### src/rtl/muldiv_pkg.sv
// Shared multiply/divide definitions: divider FSM encodings, EX-stage aluop codes and word constants.
package muldiv_pkg;

  typedef enum logic [1:0] {
    DIV_IDLE   = 2'b00,
    DIV_BYZERO = 2'b01,
    DIV_ON     = 2'b10,
    DIV_END    = 2'b11
  } div_state_e;

  localparam logic [7:0]  EXE_DIV_OP  = 8'b0001_1010;
  localparam logic [7:0]  EXE_DIVU_OP = 8'b0001_1011;
  localparam logic [31:0] ZERO_WORD   = 32'h0000_0000;

  // True for the two aluops that route through the iterative divider.
  function automatic logic is_div_op(input logic [7:0] aluop);
    return (aluop == EXE_DIV_OP) || (aluop == EXE_DIVU_OP);
  endfunction

endpackage

### src/rtl/ex_div_step.sv
// One restoring division iteration: shift the next dividend bit into the partial remainder,
// trial-subtract the divisor and keep the difference only when it does not borrow.
module div_step #(
  parameter int WIDTH = 32
) (
  input  logic [WIDTH-1:0] rem_in,
  input  logic [WIDTH-1:0] quo_in,
  input  logic [WIDTH-1:0] divisor,
  output logic [WIDTH-1:0] rem_out,
  output logic [WIDTH-1:0] quo_out
);

  logic [WIDTH:0] shifted;
  logic [WIDTH:0] diff;
  logic           borrow;

  // The shifted remainder can reach 2*divisor-1, so the trial subtract needs one extra bit.
  assign shifted = {rem_in, quo_in[WIDTH-1]};
  assign diff    = shifted - {1'b0, divisor};
  assign borrow  = diff[WIDTH];

  assign rem_out = borrow ? shifted[WIDTH-1:0] : diff[WIDTH-1:0];
  assign quo_out = {quo_in[WIDTH-2:0], ~borrow};

endmodule

### src/rtl/ex_div.sv
// EX-stage iterative radix-2 restoring divider for DIV/DIVU, returning {remainder, quotient}.
// Build option DIV_EARLY_OUT_EN: finish in two edges when |dividend| < |divisor|.
module ex_div
  import muldiv_pkg::*;
#(
  parameter int WIDTH = 32,
  parameter int CNT_W = 6
) (
  input  logic               clk,
  input  logic               reset_n,
  input  logic               start,
  input  logic               signed_div,
  input  logic               annul,
  input  logic [WIDTH-1:0]   opdata1,
  input  logic [WIDTH-1:0]   opdata2,
  output logic [2*WIDTH-1:0] result,
  output logic               ready,
  output logic               stallreq_div
);

  localparam logic [CNT_W-1:0] LAST_CNT = CNT_W'(WIDTH - 1);

  div_state_e       state;
  div_state_e       next_state;
  logic [CNT_W-1:0] cnt;
  logic [WIDTH-1:0] rem_q;
  logic [WIDTH-1:0] quo_q;
  logic [WIDTH-1:0] divisor_q;
  logic             neg_quo;
  logic             neg_rem;

  logic [WIDTH-1:0] abs1;
  logic [WIDTH-1:0] abs2;
  logic [WIDTH-1:0] step_rem;
  logic [WIDTH-1:0] step_quo;
  logic [WIDTH-1:0] fix_rem;
  logic [WIDTH-1:0] fix_quo;
  logic             div_by_zero;
  logic             early_out;

  assign abs1        = (signed_div && opdata1[WIDTH-1]) ? -opdata1 : opdata1;
  assign abs2        = (signed_div && opdata2[WIDTH-1]) ? -opdata2 : opdata2;
  assign div_by_zero = (opdata2 == '0);

`ifdef DIV_EARLY_OUT_EN
  assign early_out = !div_by_zero && (abs1 < abs2);
`else
  assign early_out = 1'b0;
`endif

  // Signs are applied to the final step's outputs so the result registers on the END transition.
  assign fix_quo = neg_quo ? -step_quo : step_quo;
  assign fix_rem = neg_rem ? -step_rem : step_rem;

  assign stallreq_div = start & ~ready;

  div_step #(
    .WIDTH(WIDTH)
  ) u_step (
    .rem_in (rem_q),
    .quo_in (quo_q),
    .divisor(divisor_q),
    .rem_out(step_rem),
    .quo_out(step_quo)
  );

  always_ff @(posedge clk or negedge reset_n) begin
    if (!reset_n) begin
      state <= DIV_IDLE;
    end else begin
      state <= next_state;
    end
  end

  // BYZERO also serves the early-out path; both just publish the preloaded work registers.
  always_comb begin
    next_state = state;
    unique case (state)
      DIV_IDLE: begin
        if (start && !annul) begin
          if (div_by_zero || early_out) begin
            next_state = DIV_BYZERO;
          end else begin
            next_state = DIV_ON;
          end
        end
      end
      DIV_BYZERO: begin
        next_state = annul ? DIV_IDLE : DIV_END;
      end
      DIV_ON: begin
        if (annul) begin
          next_state = DIV_IDLE;
        end else if (cnt == LAST_CNT) begin
          next_state = DIV_END;
        end
      end
      DIV_END: begin
        if (annul || !start) begin
          next_state = DIV_IDLE;
        end
      end
      default: next_state = DIV_IDLE;
    endcase
  end

  always_ff @(posedge clk or negedge reset_n) begin
    if (!reset_n) begin
      cnt       <= '0;
      rem_q     <= '0;
      quo_q     <= '0;
      divisor_q <= '0;
      neg_quo   <= 1'b0;
      neg_rem   <= 1'b0;
      result    <= '0;
      ready     <= 1'b0;
    end else begin
      unique case (state)
        DIV_IDLE: begin
          if (next_state != DIV_IDLE) begin
            cnt       <= '0;
            divisor_q <= abs2;
            neg_quo   <= signed_div & (opdata1[WIDTH-1] ^ opdata2[WIDTH-1]);
            neg_rem   <= signed_div & opdata1[WIDTH-1];
            if (next_state == DIV_ON) begin
              rem_q <= '0;
              quo_q <= abs1;
            end else begin
              rem_q <= early_out ? opdata1 : '0;
              quo_q <= '0;
            end
          end
        end
        DIV_BYZERO: begin
          if (next_state == DIV_END) begin
            result <= {rem_q, quo_q};
          end
        end
        DIV_ON: begin
          if (annul) begin
            result <= '0;
          end else begin
            rem_q <= step_rem;
            quo_q <= step_quo;
            cnt   <= cnt + CNT_W'(1);
            if (cnt == LAST_CNT) begin
              result <= {fix_rem, fix_quo};
            end
          end
        end
        default: begin
        end
      endcase
      // Ready rises one edge after reaching END and drops on the edge that leaves it.
      ready <= (state == DIV_END) && (next_state == DIV_END);
    end
  end

endmodule

### config.mk
export PLATFORM = sky130hd
export DESIGN_NAME = ex_div
export DESIGN_NICKNAME = d
export VERILOG_FILES = /design/src/rtl/muldiv_pkg.sv /design/src/rtl/ex_div_step.sv /design/src/rtl/ex_div.sv
export SDC_FILE = /design/constraint.sdc
export NUM_CORES = 1
export LEC_CHECK = 0
export BUFFER_PORTS_ARGS = -buffer_cell sky130_fd_sc_hd__buf_2
export CAP_MARGIN = 20
export CORE_ASPECT_RATIO = 1.2
export CORE_MARGIN = 2
export CORE_UTILIZATION = 40
export CTS_CLUSTER_DIAMETER = 100
export DETAILED_ROUTE_END_ITERATION = 16
export SYNTH_ARGS = -nofsm -noshare
export SYNTH_HDL_FRONTEND = slang
export SYNTH_HIERARCHICAL = 1
export SYNTH_SLANG_ARGS = --single-unit
export TNS_END_PERCENT = 1
### constraint.sdc
create_clock -name clk -period 11.4 [get_ports clk]
set_clock_uncertainty 0.15 [all_clocks]
set_input_delay 2.28 -clock clk [delete_from_list [all_inputs] [get_ports clk]]
set_output_delay 2.28 -clock clk [all_outputs]
set_load 0.03 [all_outputs]
==> summary.md, run 1 <==
| Metric | Value |
|---|---|
| Run status | complete, no violations |
| Post-synthesis sequential area ratio | 35.8% |
| Drc violations | 0 |
| CP Launch Type | register |
| Period utilisation layout | 56.1% |
| VDD IR-drop max | 0.0931 mV |
| Postcts setup bufs | 0 |
| Worst-path cell chain | inv_1, ha_1, fa_1, and2b_1, o2111ai_1, a21oi_2, o2111ai_1, a211oi_2, nor2_2, mux2i_1, buf_4, and2_4, inv_2, mux2_1, or4_1, nor4_1, nand3_1, o41ai_1, xor2_1, o22ai_1 |
| Worst path arrival time | 6.56 ns |
| Reg2reg path depth | 20 |
| Starting Density | 40.5% |
| Total Routing Usage GR | 21.7% |
| Critical path fanouts, max | 24 |
| Post-synthesis xor/xnor area fraction | 10.8% |
| Synthesized area per cell | 8.65 µm² |
| Worst-path clk slew | 0.07 ns |
| Simple-Gate Fraction of Synth Area | 15.0% |
| Reg2reg setup slack | 5.01 ns |
| Max-slew violations | 0 |
| I/O Buffers | 134 |
| Drt pass-1 iters | 5 |
| Net count after synthesis | 1,489 |
| Vias per cell | 5.72 |
| Yosys reg bits | 171 |
| Prevailing post-synth register cell | dfrtp_1 |
| GR met2 Demand/Resource | 36.9% |
| Final setup viols | 0 |
| Final WL | 33,800 µm |
| Synth top area cells | dfrtp_1 (36%), xor2_1 (6.9%), xnor2_1 (3.9%) |
| Post-synth EDFFs | 0 |
| Grt ovf | 0 |
| CTS Root Cell | clkbuf_16 |
| Post-synth ARST share | 100% |
| Num ports | 135 |
| Post-synthesis mux area share | 2.82% |
| Slowest-stage cell, CP | or4_1 |
| H-tree depth | 4 |
| Setup crit end kind | register |
| Cell family with most CP delay | simple AND/OR/NAND/NOR gates |
| CP max stage delay | 0.63 ns |
| Initial antenna violation count | 1 |
| Vias | 10,500 |
| Clock Latency Late Sink | 0.44 ns |
| Post-synthesis cell count | 1,382 |
| Top-area cell type share of the netlist area | 35.8% |
| Power Dens Cells | 240 nW/µm² |
| Worst R2R End | result[59]$_DFFE_PN0P_ |
| Number of core rows | 69 |
| Fin crit period | 6.39 ns |
| DR iter-0 viols | 667 |
| Die Y-Extent | 193 µm |
| Most common cell in the netlist | dfrtp_1 |
| Area Growth Syn to Fin | 10.9% |
| Worst-margin pin slew | 1.11 ns |
| GR peak layer | met2 |
| Final Wtd Congestion | 0.889 |
| Critical Path Most Common Cell | o2111ai_1 |
| HP Start | divisor_q[31]$_DFFE_PN0P_ |
| YS warnings | 6 |
| Number of global-route vias before repair | 10,100 |
| Routed WL per cell | 18.4 µm |
| Post-CTS sizing | 0 |
| Clock sink count | 171 |
| Unrepaired setup endpoints after global routing | false |
| Met3 Use GR | 2.34% |
| ANT nets after route | 0 |
| Kind of critical path | reg -> reg |
| Tot Pwr | 3.19 mW |
| Pleak | 5.82 nW |
| Post-synthesis compound-gate area fraction | 25.2% |
| Adder-cell share of the synthesized area | 4.04% |
| Hold Path End | divisor_q[31]$_DFFE_PN0P_ |
| Dominant combinational cell family by area after synthesis | compound AO/OA/AOI/OAI gates |
| Die area | 31,300 µm² |
| CP required | 11.57 ns |
| Clock buffer depth | 2 |
| Post-synth top cells | dfrtp_1 (171), nor2_1 (105), nand2_1 (104), xor2_1 (94), a21oi_1 (91) |
| Mapped Area | 12,000 µm² |
| Pin count of the biggest net entering global routing | 70 |
| Final Hold Vio Count | 0 |
| F_max | 156 MHz |
| Antenna cell count | 0 |
| Hold Path Class | reg -> reg |
| Hold path cells | 2 |
| HPWL after DPL | 24,700 µm |
| Hold_buf cts | 0 |
| Core area | 29,500 µm² |
| Worst reg2reg startpoint | quo_q[31]$_DFFE_PN0P_ |
| WP buf/inv | 3 |
| Netlist cell types | 76 |
| Nets | 1,542 |
| Die X | 162 µm |
| First-pass GRT wire length | 54,600 µm |
| Yosys top cell by area | dfrtp_1 |
| Fin Setup TNS | 0 ns |
| Max-cap violations | 0 |
| Met1 usage | 29.1% |
| Clock tree from TritonCTS | done |
| Share of layout cells above drive strength 1 | 15.5% |
| Slew headroom | 26.2% |
| Num CTS Buffers | 17 |
[state kept, by name, indices dropped and copies added, names as in the netlist]
name,count
cnt,6
divisor_q,32
neg_quo,1
neg_rem,1
quo_q,32
ready,1
rem_q,32
result,64
state,2
[cell families after synthesis]
family | Yosys count
adders and majority gates | 38
AOI/OAI and AO/OA | 466
buffers and inverters | 167
and+or+nand+nor | 369
xor gates and xnor gates | 147
muxes | 24
DFF | 171
[worst max-delay path by stage]
| stage | slack [ns] | start | cells after the start | end |
|---|---|---|---|---|
| 6_report | 5.01 | quo_q[31]$_DFFE_PN0P_ | 20 | result[59]$_DFFE_PN0P_ |
| 3_5_place_dp | 5.12 | quo_q[31]$_DFFE_PN0P_ | 20 | result[59]$_DFFE_PN0P_ |
| 4_1_cts | 5.08 | quo_q[31]$_DFFE_PN0P_ | 20 | result[59]$_DFFE_PN0P_ |
| 3_3_place_gp | 5.17 | quo_q[31]$_DFFE_PN0P_ | 20 | result[59]$_DFFE_PN0P_ |
| 5_1_grt | 4.59 | quo_q[31]$_DFFE_PN0P_ | 20 | result[58]$_DFFE_PN0P_ |
| 2_1_floorplan | 6.23 | start | 1 | stallreq_div |
[cell usage in the layout, fill, tap and decap left out, drive strengths merged, types with 7 or more instances in the layout]
cell type and count:
nand2 104, o31ai 30, and2 9, nor3 21, o22ai 36, nand2b 7
a221oi 18, inv 61, nand3 26, a21o 21, nand4 12, o21ai 140
nor4 17, a22oi 38, mux2 21, nor2 106, a31oi 7, or2 11
a21oi 92, or4 21, buf 148, xor2 94, clkbuf 17, ha 37
a22o 31, o41ai 19, or3 10, xnor2 53, dfrtp 171
[metrics by stage]
step / area, µm² / utilization, % / hold WS, ns / cells / worst slack, ns
2_1_floorplan: 12000 / - / 0.289 / 1382 / 6.23
3_3_place_gp: 12700 / 42.9 / 0.304 / 1805 / 5.17
3_5_place_dp: 12700 / 43.0 / 0.306 / 1806 / 5.12
4_1_cts: 13300 / 44.9 / 0.324 / 1838 / 5.08
5_1_grt: 13300 / 44.9 / 0.350 / 1838 / 4.59
6_report: 13300 / 44.9 / 0.319 / 1838 / 5.01
[layout make-up]
type,instances,area [µm²]
sequential,171,4280
clock inverter,15,150
tap,390,488
clock buffer,17,425
timing repair buffer,148,782
fill,3002,16300
inverter,53,199
multi-input combinational,1044,6940
[worst register-to-register path: stages (launching register included)]
cell,delay [ns]
dfrtp_1,0.45
inv_1,0.08
ha_1,0.23
fa_1,0.40
and2b_1,0.22
o2111ai_1,0.15
a21oi_2,0.23
o2111ai_1,0.24
a211oi_2,0.32
nor2_2,0.12
mux2i_1,0.13
buf_4,0.19
and2_4,0.20
inv_2,0.54
mux2_1,0.46
or4_1,0.63
nor4_1,0.54
nand3_1,0.33
o41ai_1,0.40
xor2_1,0.18
o22ai_1,0.09
[report_power, final]
group	switching (mW)	internal [mW]
logic	0.998	0.693
clock network	0.288	0.292
registers	0.167	0.748
total	1.45	1.73
[routing by layer]
layer | up-vias | wire length, µm
met5 | - | 0
met4 | 0 | 556
met3 | 32 | 1450
met2 | 281 | 16600
met1 | 5088 | 15200
li1 | 5117 | -
No activity file was read; power rests on OpenSTA's default activity.
==> run 2, diff against run 1 <==
==> constraint.sdc (replaced) <==
create_clock -name clk -period 5.3 [get_ports clk]
set_clock_uncertainty 0.15 [all_clocks]
set_input_delay 1.06 -clock clk [delete_from_list [all_inputs] [get_ports clk]]
set_output_delay 1.06 -clock clk [all_outputs]
set_load 0.03 [all_outputs]
==> run 2 against run 1 <==
First-iteration DRC count is 15% higher. Combinational power is 130% higher. Critical path depth is 1 lower. Utilization is 0.92 points higher. Sequential power is 110% higher. Worst setup slack worse by 4.7 ns. Design area is 2.0% higher. Count of clock-buffer cells in the layout stayed put. Sequential cell count stayed put. Worst hold slack better by 0.0056 ns. Register-to-register slack worse by 4.7 ns. Largest cell class unchanged. Largest power group unchanged.
==> summary.md, run 2 (synthesis gave the netlist of run 1 again) <==
| Metric | Value |
|---|---|
| Die area | 31,300 µm² (unchanged) |
| Nets | 1,561 (+1.2%) |
| Clock sink count | 171 (unchanged) |
| Gate power share | 54.6% (+1.5 points) |
| Final WL | 34,000 µm (+0.67%) |
| Finished Layout Cells | 1,858 (+1.1%) |
| Num CTS Buffers | 17 (unchanged) |
| Number of global-route vias before repair | 10,000 (-0.80%) |
| Clock buffer depth | 2 (unchanged) |
| I/O Buffers | 134 (unchanged) |
| Pleak | 5.94 nW (+2.1%) |
| Kind of critical path | reg -> reg |
| Unrepaired setup endpoints after global routing | true |
| H-tree depth | 4 (unchanged) |
| Share of layout cells above drive strength 1 | 17.4% (+1.8 points) |
| First-pass GRT wire length | 53,900 µm (-1.3%) |
| Hold_buf cts | 0 (unchanged) |
| Pin count of the biggest net entering global routing | 100 (+43%) |
| Slew headroom | 28.4% (+2.2 points) |
| Vias | 10,600 (+0.53%) |
| Run status | complete, no violations |
| Hold Path Class | reg -> reg |
| Worst-path clk slew | 0.08 ns (about the same) |
| Die X | 162 µm (unchanged) |
| Critical path fanouts, max | 10 (-58%) |
| Fin crit period | 5.02 ns (-1.37 ns) |
| Vias per cell | 5.69 (-0.55%) |
| Max reg flops | 64 (unchanged) |
| Clock Latency Late Sink | 0.45 ns (about the same) |
| Final setup viols | 0 (unchanged) |
| Most common cell after layout, fill and taps aside | dfrtp_1 |
| Area Growth Syn to Fin | 13.1% |
| Die Y-Extent | 193 µm (unchanged) |
| Routed WL per cell | 18.3 µm (-0.41%) |
| VDD IR-drop max | 0.206 mV (+120%) |
| Num ports | 135 (unchanged) |
| NetSw | 3.23 mW (+120%) |
| ANT nets after route | 0 (unchanged) |
| DR iter-0 viols | 765 (+15%) |
| Drt pass-1 iters | 5 (unchanged) |
| Max-cap violations | 0 (unchanged) |
| Final Hold Vio Count | 0 (unchanged) |
| Clock share of power | 17.8% (-0.4 points) |
| Period utilisation layout | 94.8% (+39 points) |
| Starting Density | 40.5% (unchanged) |
| Worst-margin pin slew | 1.07 ns (-0.0329 ns) |
| CP Launch Type | register |
| CP required | 5.47 ns (-6.10 ns) |
| Largest Register | result |
| Power Dens Cells | 527 nW/µm² (+120%) |
| Min Hold Slack | 0.325 ns (+0.00557 ns) |
| Postcts setup bufs | 0 (unchanged) |
| Clock tree from TritonCTS | done |
| Initial antenna violation count | 0 (-1) |
| Final Wtd Congestion | 0.902 (+1.5%) |
| Core area | 29,500 µm² (unchanged) |
| Most frequent cells in the layout | dfrtp_1 (171), buf_2 (133), nand2_1 (103), nor2_1 (103), xor2_1 (94) |
| Number of core rows | 69 (unchanged) |
| Setup crit end kind | register |
| Total Routing Usage GR | 21.5% (-0.18 points) |
| Sequential share of power | 27.5% (-1.2 points) |
| Worst path arrival time | 5.19 ns (-1.37 ns) |
| Max-slew violations | 0 (unchanged) |
| Post-Place Cells | 1,824 (+1.0%) |
| HPWL after DPL | 24,700 µm (about the same) |
| F_max | 199 MHz (+27%) |
| Net Sw Frac | 45.4% (-0.22 points) |
| Fin Setup TNS | 0 ns (unchanged) |
| Total internal power | 3.89 mW (+120%) |
| Drc violations | 0 (unchanged) |
| Grt ovf | 0 (unchanged) |
| CTS Root Cell | clkbuf_16 |
[run 2: final timing paths]
| kind | startpoint | to | slack (ns) | depth (start not counted) |
|---|---|---|---|---|
| max in group asynchronous | reset_n | result[24]$_DFFE_PN0P_ | 3.38 | 2 |
| setup reg to reg | quo_q[31]$_DFFE_PN0P_ | result[51]$_DFFE_PN0P_ | 0.28 | 19 |
| setup / recovery | quo_q[31]$_DFFE_PN0P_ | result[51]$_DFFE_PN0P_ | 0.28 | 19 |
| min in group asynchronous | reset_n | result[4]$_DFFE_PN0P_ | 0.55 | 1 |
| hold / removal | divisor_q[31]$_DFFE_PN0P_ | divisor_q[31]$_DFFE_PN0P_ | 0.32 | 2 |
| hold reg to reg | divisor_q[31]$_DFFE_PN0P_ | divisor_q[31]$_DFFE_PN0P_ | 0.32 | 2 |
[run 2: area by class of cell]
type                            instances  area, µm²
Clock inverter                         15        170
Sequential cell                       171       4280
Clock buffer                           17        425
Antenna cell                            1       2.50
Tap cell                              390        488
Timing Repair Buffer                  167        957
Fill cell                            3011      16000
Inverter                               53        201
Multi-Input combinational cell       1044       7010
[run 2: critical path, cell delays in order, from the launching register on]
cell       delay (ns)
dfrtp_1          0.35
inv_1            0.05
ha_1             0.22
fa_1             0.41
and2b_1          0.24
o2111ai_1        0.15
a21oi_2          0.23
o2111ai_2        0.16
a211oi_2         0.22
nor2_2           0.08
mux2i_1          0.15
and2_4           0.18
inv_4            0.13
mux2_1           0.36
or4_4            0.58
or2_1            0.25
or3_1            0.38
o41ai_2          0.34
xor2_1           0.18
o22ai_1          0.10
[run 2: through the flow]
stage / cell area (µm²) / setup slack [ns] / util, % / total power, mW
global route: 13500 / -0.00413 / 45.8 / 7.59
finish: 13500 / 0.276 / 45.8 / 7.13
floorplan: 12000 / 0.229 / - / 4.80
CTS: 13400 / 0.0269 / 45.5 / 6.99
global placement: 12800 / 0.147 / 43.5 / 5.66
detailed placement: 12800 / 0.0315 / 43.5 / 5.70
[run 2: layer usage]
layer	up-vias	GRT usage (%)	routed length, µm
li1	5154	-	-
met1	5099	29.1	15400
met2	286	35.9	16700
met3	35	3.00	1390
met4	0	5.60	531
met5	-	0	0
[run 2: repair_timing]
item | 4_1_cts | 5_1_grt
hold endpoints to repair | 0 | 0
gates resized for setup | 0 | 17
endpoints found under the setup margin | 0 | 19
[run 2: power by group through the flow]
| stage | combinational [mW] | sequential, mW | clock (mW) |
|---|---|---|---|
| after floorplan | 2.72 | 2.08 | 0 |
| after global placement | 3.69 | 1.97 | 0 |
| after detailed placement | 3.72 | 1.98 | 0 |
| after CTS | 3.73 | 1.96 | 1.30 |
| after global routing | 4.24 | 2.01 | 1.34 |
| final | 3.89 | 1.96 | 1.27 |
